[config.mk]
export PLATFORM = sky130hd
export DESIGN_NAME = clk_tap_router
export DESIGN_NICKNAME = d
export VERILOG_FILES = /design/src/rtl/clk_tap_router_pkg.sv /design/src/rtl/clk_tap_router_tap_counter.sv /design/src/rtl/clk_tap_router.sv
export SDC_FILE = /design/constraint.sdc
export NUM_CORES = 1
export LEC_CHECK = 0
export CORE_ASPECT_RATIO = 0.6
export CORE_MARGIN = 5
export CORE_UTILIZATION = 45
export CTS_CLUSTER_DIAMETER = 150
export CTS_CLUSTER_SIZE = 8
export DETAILED_ROUTE_END_ITERATION = 10
export GPL_TIMING_DRIVEN = 0
export HOLD_SLACK_MARGIN = 0.1
export PLACE_DENSITY = 0.68
export SYNTH_ARGS = -nofsm -noshare
export SYNTH_HDL_FRONTEND = slang
export SYNTH_SLANG_ARGS = --single-unit
[constraint.sdc]
create_clock -name clk -period 2.2 [get_ports clk]
set_input_delay 0.33 -clock clk [delete_from_list [all_inputs] [get_ports clk]]
set_output_delay 0.33 -clock clk [all_outputs]
set_load 0.01 [all_outputs]
[src/rtl/clk_tap_router_pkg.sv]
// Shared definitions for the clock tap router: FSM state encodings,
// default sizing and a select-width helper.
package clk_tap_router_pkg;

    localparam int N_TAPS_DEF = 8;
    localparam int N_OUT_DEF  = 4;

    typedef enum logic [1:0] {
        ST_RUN   = 2'd0,
        ST_DRAIN = 2'd1,
        ST_ARM   = 2'd2
    } route_state_t;

    // Keeps select buses at least one bit wide for single-entry configurations.
    function automatic int sel_width(input int n);
        return (n > 1) ? $clog2(n) : 1;
    endfunction

endpackage

[src/rtl/clk_tap_router_tap_counter.sv]
// Free-running binary counter whose bits are the divided clock taps.
// Bit i has a period of 2^(i+1) clk cycles while en is high.
module tap_counter #(
    parameter int N_TAPS = 8
) (
    input  logic              clk,
    input  logic              reset_n,
    input  logic              en,
    output logic [N_TAPS-1:0] cnt
);

    always_ff @(posedge clk) begin
        if (!reset_n) begin
            cnt <= '0;
        end else if (en) begin
            cnt <= cnt + N_TAPS'(1);
        end
    end

endmodule

[src/rtl/clk_tap_router.sv]
// Divided-clock tap generator with a glitch-free tap-to-output router.
// Route changes are requested with req and applied through a drain/arm sequence.
//
//   state    | meaning
//   ---------+-----------------------------------------------------------
//   ST_RUN   | active route drives f; req captures a new pending route
//   ST_DRAIN | old route still drives f until its tap is low, then f=0
//   ST_ARM   | f held low until the pending tap is low, then route swaps
module clk_tap_router
    import clk_tap_router_pkg::*;
#(
    parameter  int N_TAPS = N_TAPS_DEF,
    parameter  int N_OUT  = N_OUT_DEF,
    localparam int SEL_W  = sel_width(N_TAPS),
    localparam int OSEL_W = sel_width(N_OUT)
) (
    input  logic              clk,
    input  logic              reset_n,
    input  logic              en,
    input  logic              req,
    input  logic [SEL_W-1:0]  s_mux,
    input  logic [OSEL_W-1:0] s_demux,
    output logic              busy,
    output logic              done,
    output logic [N_TAPS-1:0] taps,
    output logic [N_OUT-1:0]  f
);

    logic [N_TAPS-1:0] cnt;
    route_state_t      state;
    logic [SEL_W-1:0]  act_mux;
    logic [SEL_W-1:0]  pend_mux;
    logic [OSEL_W-1:0] act_demux;
    logic [OSEL_W-1:0] pend_demux;

    tap_counter #(
        .N_TAPS (N_TAPS)
    ) u_tap_counter (
        .clk     (clk),
        .reset_n (reset_n),
        .en      (en),
        .cnt     (cnt)
    );

    assign taps = cnt;

    function automatic logic [SEL_W-1:0] clamp_mux(input logic [SEL_W-1:0] s);
        if (int'(s) >= N_TAPS) begin
            return SEL_W'(N_TAPS - 1);
        end
        return s;
    endfunction

    function automatic logic [OSEL_W-1:0] clamp_demux(input logic [OSEL_W-1:0] s);
        if (int'(s) >= N_OUT) begin
            return OSEL_W'(N_OUT - 1);
        end
        return s;
    endfunction

    function automatic logic [N_OUT-1:0] route_vec(input logic bit_v,
                                                   input logic [OSEL_W-1:0] sel);
        logic [N_OUT-1:0] v;
        v      = '0;
        v[sel] = bit_v;
        return v;
    endfunction

    // Waiting for a low tap on both sides of the swap means the old output
    // finishes on a full low and the new one begins with a full high phase.
    always_ff @(posedge clk) begin
        if (!reset_n) begin
            state      <= ST_RUN;
            act_mux    <= '0;
            act_demux  <= '0;
            pend_mux   <= '0;
            pend_demux <= '0;
            f          <= '0;
            busy       <= 1'b0;
            done       <= 1'b0;
        end else begin
            done <= 1'b0;
            case (state)
                ST_RUN: begin
                    f <= route_vec(cnt[act_mux], act_demux);
                    if (req) begin
                        pend_mux   <= clamp_mux(s_mux);
                        pend_demux <= clamp_demux(s_demux);
                        busy       <= 1'b1;
                        state      <= ST_DRAIN;
                    end
                end
                ST_DRAIN: begin
                    if (!cnt[act_mux]) begin
                        f     <= '0;
                        state <= ST_ARM;
                    end else begin
                        f <= route_vec(cnt[act_mux], act_demux);
                    end
                end
                ST_ARM: begin
                    f <= '0;
                    if (!cnt[pend_mux]) begin
                        act_mux   <= pend_mux;
                        act_demux <= pend_demux;
                        done      <= 1'b1;
                        busy      <= 1'b0;
                        state     <= ST_RUN;
                    end
                end
                default: begin
                    f     <= '0;
                    busy  <= 1'b0;
                    state <= ST_RUN;
                end
            endcase
        end
    end

endmodule
After elaboration in Yosys (flattened, before gate mapping) --
Cells that the tools add are included.
Word-level totals: flip-flop bits (word level) 26, latch bits 0, bits in writable memories 0, bits in read-only memories 0, bits of input ports 9, output and inout bits 14, logic and storage cells 45, memories 0
Cells by class: add/sub/neg operators 1, multipliers 0, divide/modulo/power cells 0, order comparisons 4, eq/ne operators 5, shift operators 0, muxes and demuxes 16, bitwise logic cells 3, reductions and logical operators 7
Operator list (number):
- $add 8x1->8 const B | 1
- $lt 3x4->1 const B | 2
- $pmux 4 s2 | 1
- $bmux 1 s3 | 2
- $mux 1 | 6
- $mux 2 | 3
- $ne 2x2->1 const B | 3
- $pmux 2 s3 | 1
- $reduce_and 2->1 | 3
- $reduce_and 3->1 | 2
- $and 4x4->4 | 1
- $mux 4 | 1
- $lt 2x3->1 const B | 1
- $pmux 1 s3 | 1
- $demux 1 s2 | 1
- $eq 2x1->1 const B | 1
- $eq 2x2->1 const B | 1
- $ge 2x1->1 const B | 1
- $logic_not 2->1 | 1
- $not 1->1 | 2
- $logic_and 1x1->1 | 1

Longest topological paths before layout --
Gate-level depths: netlist (run 1).
depth in word-level cells 7, gate-level depth with buffers 6, mapped depth without buffers 4

Cells and area by module --
A second synthesis (run 1) with hierarchy kept.
Unflattened totals: cell total of the unflattened synthesis 112, area total of the unflattened synthesis 1182.4 um^2
By module, submodules not included:
- clk_tap_router | instances 1, cells an instance 75, area an instance 823.3 um^2, sequential area each 360.3 um^2
- tap_counter | instances 1, cells an instance 37, area an instance 359.1 um^2, sequential area each 160.2 um^2

Worst setup path after synthesis (run 1) --
Ideal clock, no wire load.
path type register to register, from reg pend_mux[0], to reg done, setup time 0.115 ns, data arrival time 1.467 ns, data required time 2.085 ns, setup slack 0.618 ns, stages on the path, launching flop included 7, buffers on the path 2, period minus slack after synthesis 1.582 ns, cell sequence dfxtp_1 -> buf_6 -> mux2i_1 -> mux4_2 -> and3_4 -> buf_6 -> and2_1
Between the ends: cells in the longest elaborated chain, start to end 3
RTL lines:
- from (decl) | RTL line clk_tap_router.sv:32 | logic [SEL_W-1:0] pend_mux;
- from (signal assigned) | RTL line clk_tap_router.sv:87 | pend_mux <= clamp_mux(s_mux);
- $bmux 1 s3 | RTL line clk_tap_router.sv:103 | if (!cnt[pend_mux]) begin
- $mux 1 (implied by the code) | RTL line clk_tap_router.sv:103
- $mux 1 | RTL line clk_tap_router.sv:103
- to (signal assigned) | RTL line clk_tap_router.sv:80 | done <= 1'b0;
- to (signal assigned) | RTL line clk_tap_router.sv:82 | done <= 1'b0;
- to (signal assigned) | RTL line clk_tap_router.sv:106 | done <= 1'b1;
- to (decl) | RTL line clk_tap_router.sv:24 | output logic done,
No other way between the ends. The select of a mux whose other input is x is not followed. A chain may end at the register's enable or synchronous reset.

Worst setup path in the final report (run 1) --
from reg u_tap_counter.cnt[4], to reg done
Between the ends: cells in the longest elaborated chain, start to end 3
RTL lines:
- from (decl) | RTL line clk_tap_router_tap_counter.sv:9 | output logic [N_TAPS-1:0] cnt
- from (signal assigned) | RTL line clk_tap_router_tap_counter.sv:16 | cnt <= cnt + N_TAPS'(1);
- $bmux 1 s3 | RTL line clk_tap_router.sv:103
- $mux 1 (implied by the code) | RTL line clk_tap_router.sv:103
- $mux 1 | RTL line clk_tap_router.sv:103
No other way between the ends. The select of a mux whose other input is x is not followed.

==> flow_metrics.env, run 1 <==
export IMPL_vias=880
export IMPL_fin_hold_ws_ps=466
export IMPL_synth_edff_count=0
export IMPL_grt_first_pass_wirelength_um=4260
export IMPL_finalCritPeriodShare_pct=78.4
export IMPL_fill_cells=229
export IMPL_remaining_drc_errors=0
export IMPL_path_clk_slew_ps=90
export IMPL_critPathKind="flip-flop to flip-flop"
export IMPL_syn_to_final_growth_pct=26.7
export IMPL_gp_congestion=0.763
export IMPL_irDropWorstVdd_uv=315
export IMPL_synth_cells=113
export IMPL_cp_arrival_ps=1900
export IMPL_rsz0062_at_grt="no"
export IMPL_syn_nets=123
export IMPL_die_h_um=49.4
export IMPL_p_leak_nw=0.506
export IMPL_seqPwrFrac_pct=49.9
export IMPL_finalSetupViolations=0
export IMPL_hold_path_class="input pin to flip-flop"
export IMPL_vias_per_cell=5.21
export IMPL_clk_latency_ps=270
export IMPL_cp_max_fo=6
export IMPL_end_kind="flip-flop"
export IMPL_final_nets=148
export IMPL_maxSlewHeadroom_pct=59.9
export IMPL_maxClockFrequency_ghz=0.580
export IMPL_syn_area_per_cell_sq_um=10.3
export IMPL_pwr_share_comb_pct=11.9
export IMPL_core_sq_um=2490
export IMPL_antenna_found_initial=0
export IMPL_port_buffers=20
export IMPL_clock_sinks=26
export IMPL_grt_total_usage_pct=15.2
export IMPL_status="finished clean"
export IMPL_yosysWarnings=0
export IMPL_dp_final_hpwl_um=1820
export IMPL_drive_above_1_share_pct=8.03
export IMPL_ys_ff_latch=26
export IMPL_worstPathRequired_ps=2370
export IMPL_antenna_cells=0
export IMPL_die_w_um=75.7
export IMPL_fin_skew_ps=2.22
export IMPL_cts_tree="done"
export IMPL_initial_core_util_pct=46.8
export IMPL_power_density_nw_per_um2=697
export IMPL_wl_um=2460
export IMPL_async_reset_ff_share_pct=0
export IMPL_synth_distinct_cells=30
export IMPL_clockRootBuffer="clkbuf_8"
export IMPL_die_area_sq_um=3740
export IMPL_grt_max_degree=16
export IMPL_cts_buffer_depth=2
export IMPL_p_int_w=0.000802
export IMPL_cap_violations=0
export IMPL_synth_area_sq_um=1160
export IMPL_maxSlewViolCount=0
export IMPL_yosys_most_used_dff="dfxtp_1"
export IMPL_drt_first_iter_violations=71
export IMPL_grt_overflow_total=0
export IMPL_worst_pin_slew_ps=599
export IMPL_grt_pass1_vias=889
export IMPL_finalSetupTns_ps=0
export IMPL_seq_area_frac_synth_pct=44.7
export IMPL_antenna_left=0
export IMPL_start_kind="flip-flop"
export IMPL_cts_resized=0
export IMPL_routedWlPerCell_um=14.6
export IMPL_switching_share_pct=22.1
export IMPL_clkPwrFrac_pct=38.2
export IMPL_drtPass1Iterations=6
export IMPL_post_cts_buffers=0
export IMPL_regArea_sq_um=520
export IMPL_hold_buffers=0
export IMPL_switching_power_w=0.000227
export IMPL_pin_count=23
export IMPL_multi_input_area_sq_um=599
export IMPL_fin_crit_ps=1720
export IMPL_hold_violations=0
export IMPL_rows=14
export IMPL_cts_max_level=1
export IMPL_cts_made_buffers=3
[per-stage QoR]
| step | cells | setup slack (ps) | cell area (sq um) | utilization (%) | power [W] |
|---|---|---|---|---|---|
| 2_1_floorplan | 113 | 618 | 1160 | - | 0.000599 |
| 3_3_place_gp | 165 | 428 | 1410 | 56.5 | 0.000642 |
| 3_5_place_dp | 165 | 430 | 1410 | 56.5 | 0.000647 |
| 4_1_cts | 169 | 471 | 1480 | 59.4 | 0.00104 |
| 5_1_grt | 169 | 349 | 1480 | 59.4 | 0.00108 |
| 6_report | 169 | 475 | 1480 | 59.4 | 0.00103 |
[cell usage after synthesis, types with 3 or more instances]
cell	instances	share of area, %
nor2b_1	7	3.8
nand4_1	3	1.6
and2_1	7	3.8
dfxtp_1	26	45
xnor2_1	4	3.0
clkbuf_1	4	1.3
mux4_2	3	5.8
nand3_1	3	1.3
nand2_1	12	3.9
o21ai_0	4	1.7
mux2i_1	15	13
[registers in the layout, summed over array words and instances, names as in the netlist]
signal / cells
act_demux: 2
pend_demux: 2
u_tap_counter.cnt: 8
f: 4
state: 2
busy: 1
pend_mux: 3
done: 1
act_mux: 3
[layout make-up]
type                       count  area share (%)
tap                           32            2.71
buffer                         6            2.54
multi-input combinational     79            40.6
timing repair buffer          20            13.6
clock buffer                   3            2.80
sequential                    26            35.3
clock inverter                 1            2.03
inverter                       2           0.508
[placed cells by master (no fill, tap or decap), drive strengths merged]
| cell | Yosys | final |
|---|---|---|
| nand2b | 1 | 1 |
| and3 | 2 | 2 |
| buf | 2 | 2 |
| nand2 | 12 | 12 |
| a21o | 1 | 1 |
| nand3b | 1 | 1 |
| bufinv | 0 | 1 |
| xor2 | 1 | 1 |
| a21oi | 2 | 2 |
| nand4 | 3 | 3 |
| a21boi | 2 | 2 |
| dfxtp | 26 | 26 |
| clkdlybuf4s50 | 0 | 20 |
| nor2b | 7 | 7 |
| clkbuf | 4 | 7 |
| or3 | 2 | 2 |
| nor4b | 2 | 2 |
| o21ai | 5 | 5 |
| nand4b | 1 | 1 |
| mux2i | 15 | 15 |
| and2 | 7 | 7 |
| nor2 | 1 | 1 |
| mux4 | 3 | 3 |
| nor3b | 1 | 1 |
| nand3 | 3 | 3 |
| xnor2 | 4 | 4 |
| inv | 2 | 2 |
| ha | 1 | 1 |
| nor4 | 1 | 1 |
| o32ai | 1 | 1 |
[cells by family (layout without fill, tap and decap cells)]
group,after synthesis,in the layout,synth area share [%]
XOR/XNOR,5,5,3.76
AO/OA/AOI/OAI,11,11,5.69
adder cells (fa/ha/maj),1,1,1.07
AND/OR/NAND/NOR,44,44,22.2
multiplexers,18,18,18.7
flip-flops,26,26,44.7
buffers and inverters,8,32,3.87
[final timing paths]
check                           cells past startpoint                        end                               from  slack (ps)
worst max-delay path                                5            done$_SDFF_PN0_  u_tap_counter.cnt[4]$_SDFFE_PN0P_         480
worst min register to register                      2  act_demux[0]$_SDFFE_PN0P_         pend_demux[0]$_SDFFE_PN0P_         470
worst min-delay path                                3  act_demux[0]$_SDFFE_PN0P_                            reset_n         470
worst max register to register                      5            done$_SDFF_PN0_  u_tap_counter.cnt[4]$_SDFFE_PN0P_         480
[critical path, stage by stage (launching register included)]
cell	delay, ps
dfxtp_1	480
mux2i_1	140
mux4_2	530
and3_4	210
buf_6	130
and2_1	140
[layer usage]
metal	wire length [um]	up-vias	global-route usage, %
met3	146	5	4.73
met2	1020	29	21.6
li1	-	444	-
met1	1260	402	21.8
met4	34	0	4.36
met5	0	-	0
[power by group through the flow]
stage | clock network, W | logic (W) | registers [W]
2_1_floorplan | 0 | 0.0000769 | 0.000522
4_1_cts | 0.000401 | 0.000124 | 0.000513
5_1_grt | 0.000422 | 0.000136 | 0.000517
6_report | 0.000393 | 0.000123 | 0.000513
3_5_place_dp | 0 | 0.000123 | 0.000524
3_3_place_gp | 0 | 0.000120 | 0.000522
(Power assumes the default switching activity.)
==> inputs of run 2 (changes only) <==
==> constraint.sdc (replaced) <==
create_clock -name clk -period 1.7 [get_ports clk]
set_input_delay 0.255 -clock clk [delete_from_list [all_inputs] [get_ports clk]]
set_output_delay 0.255 -clock clk [all_outputs]
set_load 0.01 [all_outputs]
==> run 2 against run 1 <==
Net effect:
- maximum frequency grew 7.0%
- sequential share of layout area about the same
- global-route usage unchanged
- combinational power grew 34%
- worst setup slack got worse by 390 ps
- critical path depth stayed put
- first-iteration DRC count fell by 38%
- worst hold slack worse by 76 ps
- count of clock-buffer cells in the layout is the same
- critical endpoint unchanged
==> flow_metrics.env, run 2 (synthesized netlist as in run 1, its figures left out) <==
export IMPL_vias=871
export IMPL_use_met3_pct=4.73
export IMPL_path_clk_slew_ps=90
export IMPL_clock_sinks=26
export IMPL_cts_buffer_depth=2
export IMPL_die_w_um=75.7
export IMPL_top_usage_layer="met1"
export IMPL_finalSetupTns_ps=0
export IMPL_grt_overflow_total=0
export IMPL_antenna_cells=0
export IMPL_fin_crit_ps=1610
export IMPL_power_density_nw_per_um2=895
export IMPL_maxSlewHeadroom_pct=60.8
export IMPL_maxClockFrequency_ghz=0.620
export IMPL_grt_first_pass_wirelength_um=4260
export IMPL_clk_latency_ps=270
export IMPL_irDropWorstVdd_uv=407
export IMPL_regMostFlops="u_tap_counter.cnt"
export IMPL_top_regs="u_tap_counter.cnt (8), f (4)"
export IMPL_reg2reg_slack_ps=90
export IMPL_worst_pin_slew_ps=586
export IMPL_antenna_left=0
export IMPL_status="finished clean"
export IMPL_p_int_w=0.00104
export IMPL_cp_max_fo=6
export IMPL_syn_to_final_growth_pct=28.4
export IMPL_p_leak_nw=0.509
export IMPL_clkPwrFrac_pct=38.0
export IMPL_end_kind="flip-flop"
export IMPL_pin_count=23
export IMPL_rsz0062_at_grt="no"
export IMPL_use_met2_pct=21.6
export IMPL_maxSlewViolCount=0
export IMPL_core_sq_um=2490
export IMPL_cap_violations=0
export IMPL_pwr_share_comb_pct=12.3
export IMPL_cp_arrival_ps=1780
export IMPL_drt_first_iter_violations=44
export IMPL_largest_reg_flops=8
export IMPL_drive_above_1_share_pct=13.1
export IMPL_cts_tree="done"
export IMPL_rows=14
export IMPL_hold_violations=0
export IMPL_seqPwrFrac_pct=49.7
export IMPL_die_h_um=49.4
export IMPL_grt_pass1_vias=889
export IMPL_finalSetupViolations=0
export IMPL_grt_max_degree=16
export IMPL_gp_congestion=0.763
export IMPL_antenna_found_initial=0
export IMPL_cts_max_level=1
export IMPL_grt_total_usage_pct=15.2
export IMPL_hold_path_class="input pin to flip-flop"
export IMPL_dp_final_hpwl_um=1820
export IMPL_switching_power_w=0.000295
export IMPL_die_area_sq_um=3740
export IMPL_switching_share_pct=22.1
export IMPL_drtPass1Iterations=5
export IMPL_cts_made_buffers=3
export IMPL_final_nets=148
export IMPL_remaining_drc_errors=0
export IMPL_fin_hold_ws_ps=389
export IMPL_grt_use_met1_pct=21.8
export IMPL_final_common_cell="dfxtp_1"
export IMPL_port_buffers=20
export IMPL_hold_buffers=0
export IMPL_finalCritPeriodShare_pct=94.8
export IMPL_fin_skew_ps=3.00
export IMPL_most_common_layout_cells="dfxtp_1 (21), clkdlybuf4s50_1 (20), mux2i_1 (13)"
export IMPL_worstPathRequired_ps=1870
export IMPL_routedWlPerCell_um=14.6
export IMPL_clockRootBuffer="clkbuf_8"
export IMPL_critPathKind="flip-flop to flip-flop"
export IMPL_start_kind="flip-flop"
export IMPL_vias_per_cell=5.15
export IMPL_initial_core_util_pct=46.8
export IMPL_wl_um=2480
==> run 2: critical path, cell delays in order (launching register included) <==
cell and delay [ps]:
dfxtp_2 330, buf_6 130, mux2i_2 150, mux4_2 520
and3_4 240, and2_1 160
==> run 2: cell type report <==
| cell class | count | area, sq um |
|---|---|---|
| clock buffer | 3 | 41.3 |
| clock inverter | 1 | 30.0 |
| fill | 222 | 992 |
| inverter | 2 | 7.51 |
| tap | 32 | 40.0 |
| buffer | 5 | 26.3 |
| sequential | 26 | 527 |
| timing repair buffer | 21 | 208 |
| multi-input combinational | 79 | 616 |
==> run 2: path summary, 6_finish.rpt <==
path	startpoint	end	cells past startpoint
max	pend_mux[0]$_SDFFE_PN0P_	done$_SDFF_PN0_	5
min	reset_n	act_demux[0]$_SDFFE_PN0P_	3
max reg2reg	pend_mux[0]$_SDFFE_PN0P_	done$_SDFF_PN0_	5
min reg2reg	pend_demux[0]$_SDFFE_PN0P_	act_demux[0]$_SDFFE_PN0P_	2
==> run 2: per-layer routing <==
metal  vias up  wire length [um]
met2        19              1030
met4         0                34
met3         5               122
met5         -                 0
met1       401              1290
li1        446                 -
==> run 2: timing repair <==
action / CTS / global route
pin swaps: 0 / 1
setup endpoints to repair: 2 / 12
buffers inserted: 0 / 1
resized for setup: 1 / 7
==> run 2: power by group through the flow <==
stage               clock, W  combinational [W]  sequential (W)
floorplan                  0          0.0000995        0.000675
global placement           0           0.000155        0.000676
detailed placement         0           0.000159        0.000678
CTS                 0.000519           0.000160        0.000664
global route        0.000546           0.000182        0.000670
finish              0.000508           0.000165        0.000666
==> run 2: stage by stage <==
stage                     util (%)  setup WS [ps]  std cells  power (W)  cell area [sq um]
after detailed placement      56.5           5.13        165   0.000837               1410
after CTS                     59.4           3.47        169    0.00134               1480
final                         60.1           88.3        169    0.00134               1500
after floorplan                  -            118        113   0.000775               1160
after global placement        56.5           2.63        165   0.000831               1410
after global routing          60.1           41.1        169    0.00140               1500
